### config.mk
export PLATFORM = sky130hd
export DESIGN_NAME = subckt_bist_sequencer
export DESIGN_NICKNAME = d
export VERILOG_FILES = /design/src/rtl/subckt_bist_pkg.sv /design/src/rtl/bist_misr16.sv /design/src/rtl/subckt_bist_sequencer.sv
export SDC_FILE = /design/constraint.sdc
export NUM_CORES = 1
export LEC_CHECK = 0
export BUFFER_PORTS_ARGS = -buffer_cell sky130_fd_sc_hd__buf_2
export CORE_ASPECT_RATIO = 0.6
export CORE_UTILIZATION = 62
export DETAILED_ROUTE_END_ITERATION = 10
export PLACE_DENSITY_LB_ADDON = 0.2
export SLEW_MARGIN = 10
export SYNTH_ARGS = -nofsm -noshare
export SYNTH_HDL_FRONTEND = slang
export SYNTH_SLANG_ARGS = --single-unit
### constraint.sdc
create_clock -name I1470 -period 6.3 [get_ports I1470]
set_input_delay 0.315 -clock I1470 [delete_from_list [all_inputs] [get_ports I1470]]
set_output_delay 0.315 -clock I1470 [all_outputs]
set_load 0.005 [all_outputs]
### src/rtl/subckt_bist_pkg.sv
// Shared constants for the subcircuit BIST sequencer: FSM encodings,
// polynomial taps, default seed and flush length.
package subckt_bist_pkg;

   localparam int unsigned SIG_W     = 16;
   localparam int unsigned ST_W      = 3;
   localparam int unsigned FLUSH_LEN = 2;

   localparam logic [ST_W-1:0] ST_IDLE    = 3'd0;
   localparam logic [ST_W-1:0] ST_FLUSH   = 3'd1;
   localparam logic [ST_W-1:0] ST_APPLY   = 3'd2;
   localparam logic [ST_W-1:0] ST_DRAIN   = 3'd3;
   localparam logic [ST_W-1:0] ST_COMPARE = 3'd4;
   localparam logic [ST_W-1:0] ST_DONE    = 3'd5;

   // x^16 + x^14 + x^13 + x^11 + 1 : feedback from bits 15, 13, 12, 10
   localparam logic [SIG_W-1:0] LFSR_TAPS    = 16'hB400;
   localparam logic [SIG_W-1:0] MISR_TAPS    = 16'hB400;
   localparam logic [SIG_W-1:0] DEFAULT_SEED = 16'hACE1;

   // One left-shift step of a Fibonacci register with the given tap mask
   function automatic logic [SIG_W-1:0] poly_step(input logic [SIG_W-1:0] v,
                                                  input logic [SIG_W-1:0] taps);
      return {v[SIG_W-2:0], ^(v & taps)};
   endfunction

endpackage

### src/rtl/bist_misr16.sv
// 16-bit serial-input MISR with synchronous clear and update enable.
module bist_misr16
   import subckt_bist_pkg::*;
(
   input  logic             clk,
   input  logic             rst,
   input  logic             clr,
   input  logic             en,
   input  logic             din,
   output logic [SIG_W-1:0] sig,
   output logic [SIG_W-1:0] sig_nxt_c
);

   // Next signature: clear wins over compaction
   always_comb begin
      sig_nxt_c = sig;
      if (clr) begin
         sig_nxt_c = '0;
      end else if (en) begin
         sig_nxt_c = poly_step(sig, MISR_TAPS) ^ {{(SIG_W-1){1'b0}}, din};
      end
   end

   // Signature register
   always_ff @(posedge clk or posedge rst) begin
      if (rst) begin
         sig <= '0;
      end else begin
         sig <= sig_nxt_c;
      end
   end

endmodule

### src/rtl/subckt_bist_sequencer.sv
// BIST controller for a netlist-level DFF subcircuit: flush, apply LFSR
// patterns, drain the subcircuit pipeline, compare the MISR signature.
module subckt_bist_sequencer
   import subckt_bist_pkg::*;
#(
   parameter int unsigned NUM_IN = 4,
   parameter int unsigned LAT    = 3,
   parameter int unsigned CNT_W  = 16
)(
   input  logic              I1470,
   input  logic              I1477,
   input  logic              start,
   input  logic [CNT_W-1:0]  num_vec,
   input  logic [SIG_W-1:0]  seed,
   input  logic [SIG_W-1:0]  golden_sig,
   output logic              dut_rst,
   output logic [NUM_IN-1:0] pat_out,
   input  logic              dut_resp,
   output logic              busy,
   output logic              done,
   output logic              pass,
   output logic [SIG_W-1:0]  signature
);

   localparam int unsigned TMR_W = 4;

   logic [ST_W-1:0]  state;
   logic [ST_W-1:0]  state_nxt;
   logic [CNT_W-1:0] nv_q;
   logic [CNT_W-1:0] cnt;
   logic [SIG_W-1:0] golden_q;
   logic [SIG_W-1:0] lfsr;
   logic [TMR_W-1:0] tmr;
   // [0] marks a pattern on pat_out; [LAT] marks its response on dut_resp
   logic [LAT:0]     vpipe;
   logic [SIG_W-1:0] sig_nxt;
   logic             accept;
   logic             last_vec;
   logic             flush_end;
   logic             drain_end;

   assign accept    = (state == ST_IDLE) && start;
   // Widened compare so num_vec = 2^CNT_W-1 terminates without wrap
   assign last_vec  = ({1'b0, cnt} + (CNT_W+1)'(1)) == {1'b0, nv_q};
   assign flush_end = (tmr == TMR_W'(FLUSH_LEN - 1));
   assign drain_end = (tmr == TMR_W'(LAT - 1));

   // State register
   always_ff @(posedge I1470 or posedge I1477) begin
      if (I1477) begin
         state <= ST_IDLE;
      end else begin
         state <= state_nxt;
      end
   end

   // Next-state logic; num_vec = 0 skips APPLY but still drains
   always_comb begin
      state_nxt = state;
      case (state)
         ST_IDLE:    if (start) state_nxt = ST_FLUSH;
         ST_FLUSH:   if (flush_end) state_nxt = (nv_q == '0) ? ST_DRAIN : ST_APPLY;
         ST_APPLY:   if (last_vec) state_nxt = ST_DRAIN;
         ST_DRAIN:   if (drain_end) state_nxt = ST_COMPARE;
         ST_COMPARE: state_nxt = ST_DONE;
         ST_DONE:    state_nxt = ST_IDLE;
         default:    state_nxt = ST_IDLE;
      endcase
   end

   // Phase timer for FLUSH and DRAIN, restarted on every state change
   always_ff @(posedge I1470 or posedge I1477) begin
      if (I1477) begin
         tmr <= '0;
      end else if (state_nxt != state) begin
         tmr <= '0;
      end else if ((state == ST_FLUSH) || (state == ST_DRAIN)) begin
         tmr <= tmr + TMR_W'(1);
      end
   end

   // Test parameters, pattern generator and vector counter
   always_ff @(posedge I1470 or posedge I1477) begin
      if (I1477) begin
         nv_q     <= '0;
         golden_q <= '0;
         lfsr     <= '0;
         cnt      <= '0;
      end else if (accept) begin
         nv_q     <= num_vec;
         golden_q <= golden_sig;
         lfsr     <= (seed == '0) ? DEFAULT_SEED : seed;
         cnt      <= '0;
      end else if (state == ST_APPLY) begin
         lfsr     <= poly_step(lfsr, LFSR_TAPS);
         cnt      <= cnt + CNT_W'(1);
      end
   end

   // Pattern register and response-valid pipe
   always_ff @(posedge I1470 or posedge I1477) begin
      if (I1477) begin
         pat_out <= '0;
         vpipe   <= '0;
      end else begin
         pat_out <= (state == ST_APPLY) ? lfsr[NUM_IN-1:0] : '0;
         if (accept) begin
            vpipe <= '0;
         end else if (state != ST_IDLE) begin
            vpipe <= {vpipe[LAT-1:0], (state == ST_APPLY)};
         end
      end
   end

   // Registered status outputs, decoded from the upcoming state
   always_ff @(posedge I1470 or posedge I1477) begin
      if (I1477) begin
         dut_rst <= 1'b0;
         busy    <= 1'b0;
         done    <= 1'b0;
         pass    <= 1'b0;
      end else begin
         dut_rst <= (state_nxt == ST_FLUSH);
         busy    <= (state_nxt == ST_FLUSH) || (state_nxt == ST_APPLY) ||
                    (state_nxt == ST_DRAIN) || (state_nxt == ST_COMPARE);
         done    <= (state_nxt == ST_DONE);
         // The final response is compacted during COMPARE, so judge the next signature
         if (accept) begin
            pass <= 1'b0;
         end else if (state == ST_COMPARE) begin
            pass <= (sig_nxt == golden_q);
         end
      end
   end

   bist_misr16 u_misr (
      .clk       (I1470),
      .rst       (I1477),
      .clr       (accept),
      .en        (vpipe[LAT]),
      .din       (dut_resp),
      .sig       (signature),
      .sig_nxt_c (sig_nxt)
   );

endmodule
==> reports/metrics.cfg, run 1 <==
[outcome]
outcome = finished clean

[worst_setup_path]
worst_path_dominant_cell_family = simple AND/OR/NAND/NOR gates
crit_type = reg -> reg
cp_slowest_stage_delay_ns = 0.66
startpoint_type = register
worst-endpoint-required_ns = 6.54
cp-end-kind = register
worstPathArrival_ns = 3.30
critPathMaxFanout = 7
worstPathCellList = ha_1 > nand3_1 > nor4_1 > xnor2_1 > o21a_1 > nand4_2 > or3_4 > a2111oi_4
worstPathBufferInverterCount = 0
cpMaxStageDelayCell = sky130_fd_sc_hd__nor4_1

[synthesis]
ys_ff_latch = 99
xor_xnor_portion_of_the_synthesized_cell_area = 0.0760
post_synth_fa_ha_maj_area_fraction = 0.00968
yosys-mux-area-fraction = 0.0329
synth-async-reset-ratio = 1.00
combinational_family_with_the_most_area_after_synthesis = simple AND/OR/NAND/NOR gates
synth_enable_flop_cells = 0
yosysSeqAreaShare = 0.479
syn-mean-instance-area_um2 = 9.12
synth.distinct_cells = 56
synth-compound-area-share = 0.127
syn_inst = 567
syn_nets = 623
synth_simple_gate_area_frac = 0.239
count_of_synthesis_stage_warnings_from_yosys = 0
synth-main-ff-cell = sky130_fd_sc_hd__dfrtp_1
syn_area_um2 = 5170

[detailed_routing]
avgViaCountPerCell = 5.93
drtAntennaViolNets = 0
first_drt_iteration_drcs = 518
routedWlPerCell_um = 16.9
drt-total-wl_um = 12500
drt_first_pass_iters = 6
vias = 4393
drc = 0

[final_layout]
nNetsFinal = 684
final_common_cell = sky130_fd_sc_hd__nand2_1
most-common-layout-cells = 136 x sky130_fd_sc_hd__nand2_1, 99 x sky130_fd_sc_hd__dfrtp_1, 75 x sky130_fd_sc_hd__buf_2
post_layout_nonfiller_instances = 741
num_antenna_cells = 0
drive_gt1_frac = 0.174
area_growth_syn_to_layout_pct = 13.8

[power]
share_seq_of_total_power = 0.415
switching_share = 0.416
switchingPower_uw = 1150
cell_internal_pwr_uw = 1620
share_clk_of_total_power = 0.186
static-leakage-power_uw = 0.00277
power.density_cell_area_nw_per_um2 = 472
power.share.combinational = 0.399
power_total_uw = 2770
max-vdd-ir-drop_mv = 0.252

[clock_tree]
cts.reportedPaths.clkPinSlew_ns = 0.07
postCtsSetupRepairBufs = 0
cts_resized = 0
postCtsHoldBufs = 1
cts_buffers = 9
cts_htree_levels = 3
cts_tree = built
cts-root-to-sink-buffers = 2
worstSkewPairLatency_ns = 0.35
numClockSinks = 99
clockRootBuffer = sky130_fd_sc_hd__clkbuf_16

[placement]
placed_wire_length_estimate_after_detailed_placement_um = 8710
dp_cells = 724
port-buffer-count = 75
pre_cts_ws_ns = 3.33
place_congestion = 0.936

[min_path]
hold_path.class = in -> reg

[sta]
unrepaired_setup_endpoints_after_global_routing = no
fin_crit_sh = 0.485
post-route-worst-setup-slack_ns = 3.24
slew_of_the_pin_with_the_lowest_slew_margin_ns = 0.987
fmax_mhz = 327
maxSlewViolCount = 0
final.setup_skew_ns = 0.00944
timing.final.setup_violations = 0
setup-tns-final_ns = 0
timing_hold_violations_final = 0
slew_headroom = 0.342
min_period_ns = 3.06

[global_routing]
number_of_antenna_violations_at_the_first_check_in_global_routing = 0
grt_first_pass_wirelength_um = 20300
pin_count_of_the_biggest_net_entering_global_routing = 68
globalRoute.totalOverflow = 0
number_of_global_route_vias_before_repair = 3967
grtUsageTotal = 0.305

[floorplan]
initial_utilization = 0.648
io_pins = 76
fp-row-count = 25
die-height_um = 72.7
core_area_um2 = 7980
floorplan.die.width_um = 120
design.die.area_um2 = 8720

[flow_run]
maxCapViolations = 0

synthesized netlist by cell type (8+ instances only):
master,count,area (µm²)
sky130_fd_sc_hd__nand2_1,136,510
sky130_fd_sc_hd__clkbuf_1,19,71.3
sky130_fd_sc_hd__o21ai_0,29,145
sky130_fd_sc_hd__xnor2_1,28,245
sky130_fd_sc_hd__a31oi_1,8,50.1
sky130_fd_sc_hd__inv_1,13,48.8
sky130_fd_sc_hd__mux2i_1,17,170
sky130_fd_sc_hd__xor2_1,15,131
sky130_fd_sc_hd__a21oi_1,17,85.1
sky130_fd_sc_hd__a22oi_1,10,75.1
sky130_fd_sc_hd__nor4_1,10,62.6
sky130_fd_sc_hd__nor3_1,15,75.1
sky130_fd_sc_hd__nor2_1,36,135
sky130_fd_sc_hd__dfrtp_1,99,2480
sky130_fd_sc_hd__nand3_1,20,100
metrics by stage:
step,cell area (µm²),util,hold WS [ns]
after detailed placement,5590,0.701,0.362
after floorplan,5170,-,0.420
final,5880,0.737,0.154
after global placement,5590,0.701,0.356
after CTS,5880,0.737,0.144
after global routing,5880,0.737,0.148
cells by family (layout without fill, tap and decap cells):
family | Yosys count | in the layout
compound gates | 96 | 96
mux | 17 | 17
xor+xnor | 44 | 44
flops | 99 | 99
simple gates | 263 | 263
buf+inv | 44 | 110
fa+ha+maj | 4 | 4
flip-flops by register name, indices dropped and copies added (netlist names):
register    flops
cnt            16
golden_q       16
lfsr           16
nv_q           16
u_misr.sig     16
pat_out         4
tmr             4
vpipe           4
state           3
busy            1
done            1
dut_rst         1
pass            1
path summary, 6_finish.rpt:
kind                       cells past startpoint          end  slack, ns          start
hold / removal                                 3  golden_q[5]       0.15  golden_sig[5]
max in group asynchronous                      4       tmr[0]       4.60          I1477
min in group asynchronous                      3      lfsr[3]       0.54          I1477
setup reg to reg                               8      dut_rst       3.24         cnt[0]
hold reg to reg                                2      lfsr[9]       0.50        lfsr[9]
setup / recovery                               8      dut_rst       3.24         cnt[0]
layout make-up:
type / count / area [µm²]
Clock buffer: 10 / 229
Clock inverter: 6 / 48.8
Fill cell: 612 / 2090
Inverter: 13 / 51.3
Multi-Input combinational cell: 424 / 2520
Sequential cell: 99 / 2480
Tap cell: 108 / 135
Timing Repair Buffer: 81 / 423
layer usage:
metal / track usage / vias to the layer above / share of wire
met5: 0 / - / 0
met1: 0.469 / 2089 / 0.48
met2: 0.432 / 197 / 0.43
met4: 0.0792 / 0 / 0.010
met3: 0.0734 / 18 / 0.079
li1: - / 2089 / -
tightest hold or removal path, delay by kind of cell:
family | cells | cell delay [ns]
and+or+nand+nor | 2 | 0.08
buffers and inverters | 1 | 0.07
power groups by stage:
stage	clock network, µW	registers [µW]	logic (µW)
3_3_place_gp	0	1140	1050
2_1_floorplan	0	1040	872
4_1_cts	528	1150	1100
6_report	517	1150	1110
5_1_grt	550	1180	1220
3_5_place_dp	0	1150	1090
Note: power is estimated with default switching activity, not from simulation.
==> run 2: changes to the inputs <==
- CORE_UTILIZATION: 62 -> 57
- clock period: 6.3 -> 3.14 ns (I/O delays scaled with it)
==> reports/metrics.cfg, run 2 (same netlist as run 1, synthesis figures left out) <==
[outcome]
outcome = finished clean  ; unchanged

[worst_setup_path]
critPathMaxFanout = 7  ; unchanged
cp-end-kind = register  ; unchanged
regToRegEndpoint = dut_rst  ; unchanged
crit_type = reg -> reg  ; unchanged
worstPathCellList = ha_1 > xnor2_1 > o2111ai_1 > a211o_1 > a2111oi_4 > nand4_2 > or3_4 > a2111oi_4  ; was ha_1 > nand3_1 > nor4_1 > xnor2_1 > o21a_1 > nand4_2 > or3_4 > a2111oi_4
worstPathArrival_ns = 3.20  ; was 3.30 ns
cpMaxStageDelayCell = sky130_fd_sc_hd__dfrtp_1  ; was sky130_fd_sc_hd__nor4_1
worst_path_dominant_cell_family = compound AO/OA/AOI/OAI gates  ; was simple AND/OR/NAND/NOR gates
regToRegSetupSlack_ns = 0.18  ; was 3.24 ns
ff2ff_path_depth = 8  ; unchanged
worst-endpoint-required_ns = 3.38  ; was 6.54 ns
cp_common_cell = sky130_fd_sc_hd__a2111oi_4
worstPathBufferInverterCount = 0  ; unchanged
r2r-start = cnt[0]  ; unchanged
startpoint_type = register  ; unchanged
cp_slowest_stage_delay_ns = 0.46  ; was 0.66 ns

[floorplan]
io_pins = 76  ; unchanged
fp-row-count = 26  ; was 25
die-height_um = 75.8  ; was 72.7 µm
floorplan.die.width_um = 125  ; was 120 µm
initial_utilization = 0.597  ; was 0.648
core_area_um2 = 8650  ; was 7980 µm²
design.die.area_um2 = 9470  ; was 8720 µm²

[global_routing]
number_of_global_route_vias_before_repair = 3983  ; was 3967
grt_first_pass_wirelength_um = 20700  ; was 20300 µm
grtUsageTotal = 0.287  ; was 0.305
pin_count_of_the_biggest_net_entering_global_routing = 59  ; was 68
globalRoute.totalOverflow = 0  ; unchanged
number_of_antenna_violations_at_the_first_check_in_global_routing = 0  ; unchanged

[final_layout]
nNetsFinal = 699  ; was 684
fillers = 670  ; was 612
multi_input_area_um2 = 2520  ; about the same
final_common_cell = sky130_fd_sc_hd__nand2_1  ; unchanged
drive_gt1_frac = 0.181  ; was 0.174
area_growth_syn_to_layout_pct = 17.7  ; was 13.8%
most-common-layout-cells = 136 x sky130_fd_sc_hd__nand2_1, 99 x sky130_fd_sc_hd__dfrtp_1, 75 x sky130_fd_sc_hd__buf_2  ; unchanged
ff_latch_area_um2 = 2480  ; unchanged
num_antenna_cells = 0  ; unchanged
post_layout_nonfiller_instances = 760  ; was 741

[clock_tree]
cts.reportedPaths.clkPinSlew_ns = 0.08  ; was 0.07 ns
numClockSinks = 99  ; unchanged
worstSkewPairLatency_ns = 0.35  ; about the same
cts_htree_levels = 3  ; unchanged
cts_tree = built  ; unchanged
cts_resized = 0  ; unchanged
cts_buffers = 9  ; unchanged
cts-root-to-sink-buffers = 2  ; unchanged
clockRootBuffer = sky130_fd_sc_hd__clkbuf_16  ; unchanged

[min_path]
min_delay_worst_endpoint = golden_q[4]  ; was golden_q[5]
hold_path.class = in -> reg  ; unchanged
hp_start = golden_sig[4]  ; was golden_sig[5]
hold_path_depth = 3  ; unchanged

[placement]
place_congestion = 0.935  ; was 0.936
dp_cells = 733  ; was 724
placed_wire_length_estimate_after_detailed_placement_um = 9160  ; was 8710 µm
port-buffer-count = 75  ; unchanged

[power]
static-leakage-power_uw = 0.00286  ; was 0.00277 µW
power.density_cell_area_nw_per_um2 = 948  ; was 472 nW/µm²
max-vdd-ir-drop_mv = 0.444  ; was 0.252 mV

[detailed_routing]
drc = 0  ; unchanged
drtAntennaViolNets = 0  ; unchanged
routedWlPerCell_um = 17.1  ; was 16.9 µm
drt-total-wl_um = 13000  ; was 12500 µm
first_drt_iteration_drcs = 546  ; was 518
vias = 4490  ; was 4393
drt_first_pass_iters = 5  ; was 6
avgViaCountPerCell = 5.91  ; was 5.93

[sta]
slew_of_the_pin_with_the_lowest_slew_margin_ns = 1.01  ; was 0.987 ns
slew_headroom = 0.328  ; was 0.342
timing_hold_violations_final = 0  ; unchanged
maxSlewViolCount = 0  ; unchanged
min_period_ns = 2.96  ; was 3.06 ns
fin_crit_sh = 0.942  ; was 0.485
setup-tns-final_ns = 0  ; unchanged
unrepaired_setup_endpoints_after_global_routing = no  ; unchanged
fmax_mhz = 338  ; was 327 MHz
timing.final.setup_violations = 0  ; unchanged
final.setup_skew_ns = 0.0112  ; was 0.00944 ns

[flow_run]
maxCapViolations = 0  ; unchanged

[run 2: metrics by stage]
step	area, µm²	worst slack (ns)	utilization	hold WS, ns	total power, µW
floorplan	5170	0.393	-	0.262	3840
global placement	5650	0.347	0.653	0.321	4470
detailed placement	5650	0.264	0.653	0.338	4550
CTS	6080	0.244	0.703	0.000504	5750
global route	6080	0.0759	0.703	0.00740	6130
finish	6080	0.183	0.703	0.00308	5770
[run 2: worst reg2reg max path: stages (launching register included)]
cell and delay [ns]:
sky130_fd_sc_hd__dfrtp_1 0.46, sky130_fd_sc_hd__ha_1 0.36, sky130_fd_sc_hd__xnor2_1 0.30, sky130_fd_sc_hd__o2111ai_1 0.18, sky130_fd_sc_hd__a211o_1 0.29, sky130_fd_sc_hd__a2111oi_4 0.34, sky130_fd_sc_hd__nand4_2 0.18, sky130_fd_sc_hd__or3_4 0.45
sky130_fd_sc_hd__a2111oi_4 0.29
[run 2: layout make-up]
class                      instances  area share
sequential                        99       0.407
clock inverter                     6      0.0134
inverter                          13     0.00843
multi-input combinational        424       0.414
timing repair buffer              96      0.0942
tap                              112      0.0230
clock buffer                      10      0.0393
[run 2: worst max-delay path by stage]
stage / from / to / depth (start not counted)
after floorplan: I1477 / busy / 1
after global placement: cnt[0] / dut_rst / 8
after detailed placement: cnt[0] / dut_rst / 8
after CTS: cnt[0] / dut_rst / 8
after global routing: cnt[0] / dut_rst / 8
final: cnt[0] / dut_rst / 8
[run 2: what timing repair did]
action	4_1_cts	5_1_grt
setup buffers	0	0
hold buffers	11	0
endpoints found under the setup margin	0	0
endpoints found under the hold margin	66	0
[run 2: where the power goes]
group / switching (µW) / internal, µW / total [µW]
Combinational: 1320 / 994 / 2310
Clock: 519 / 655 / 1170
Sequential: 531 / 1750 / 2280
[run 2: per-layer routing]
metal	GRT usage	wire length, µm	vias up
met5	0	0	-
met4	0.0894	181	0
met3	0.0513	1000	21
met2	0.421	5560	196
met1	0.434	6270	2158
li1	-	-	2115
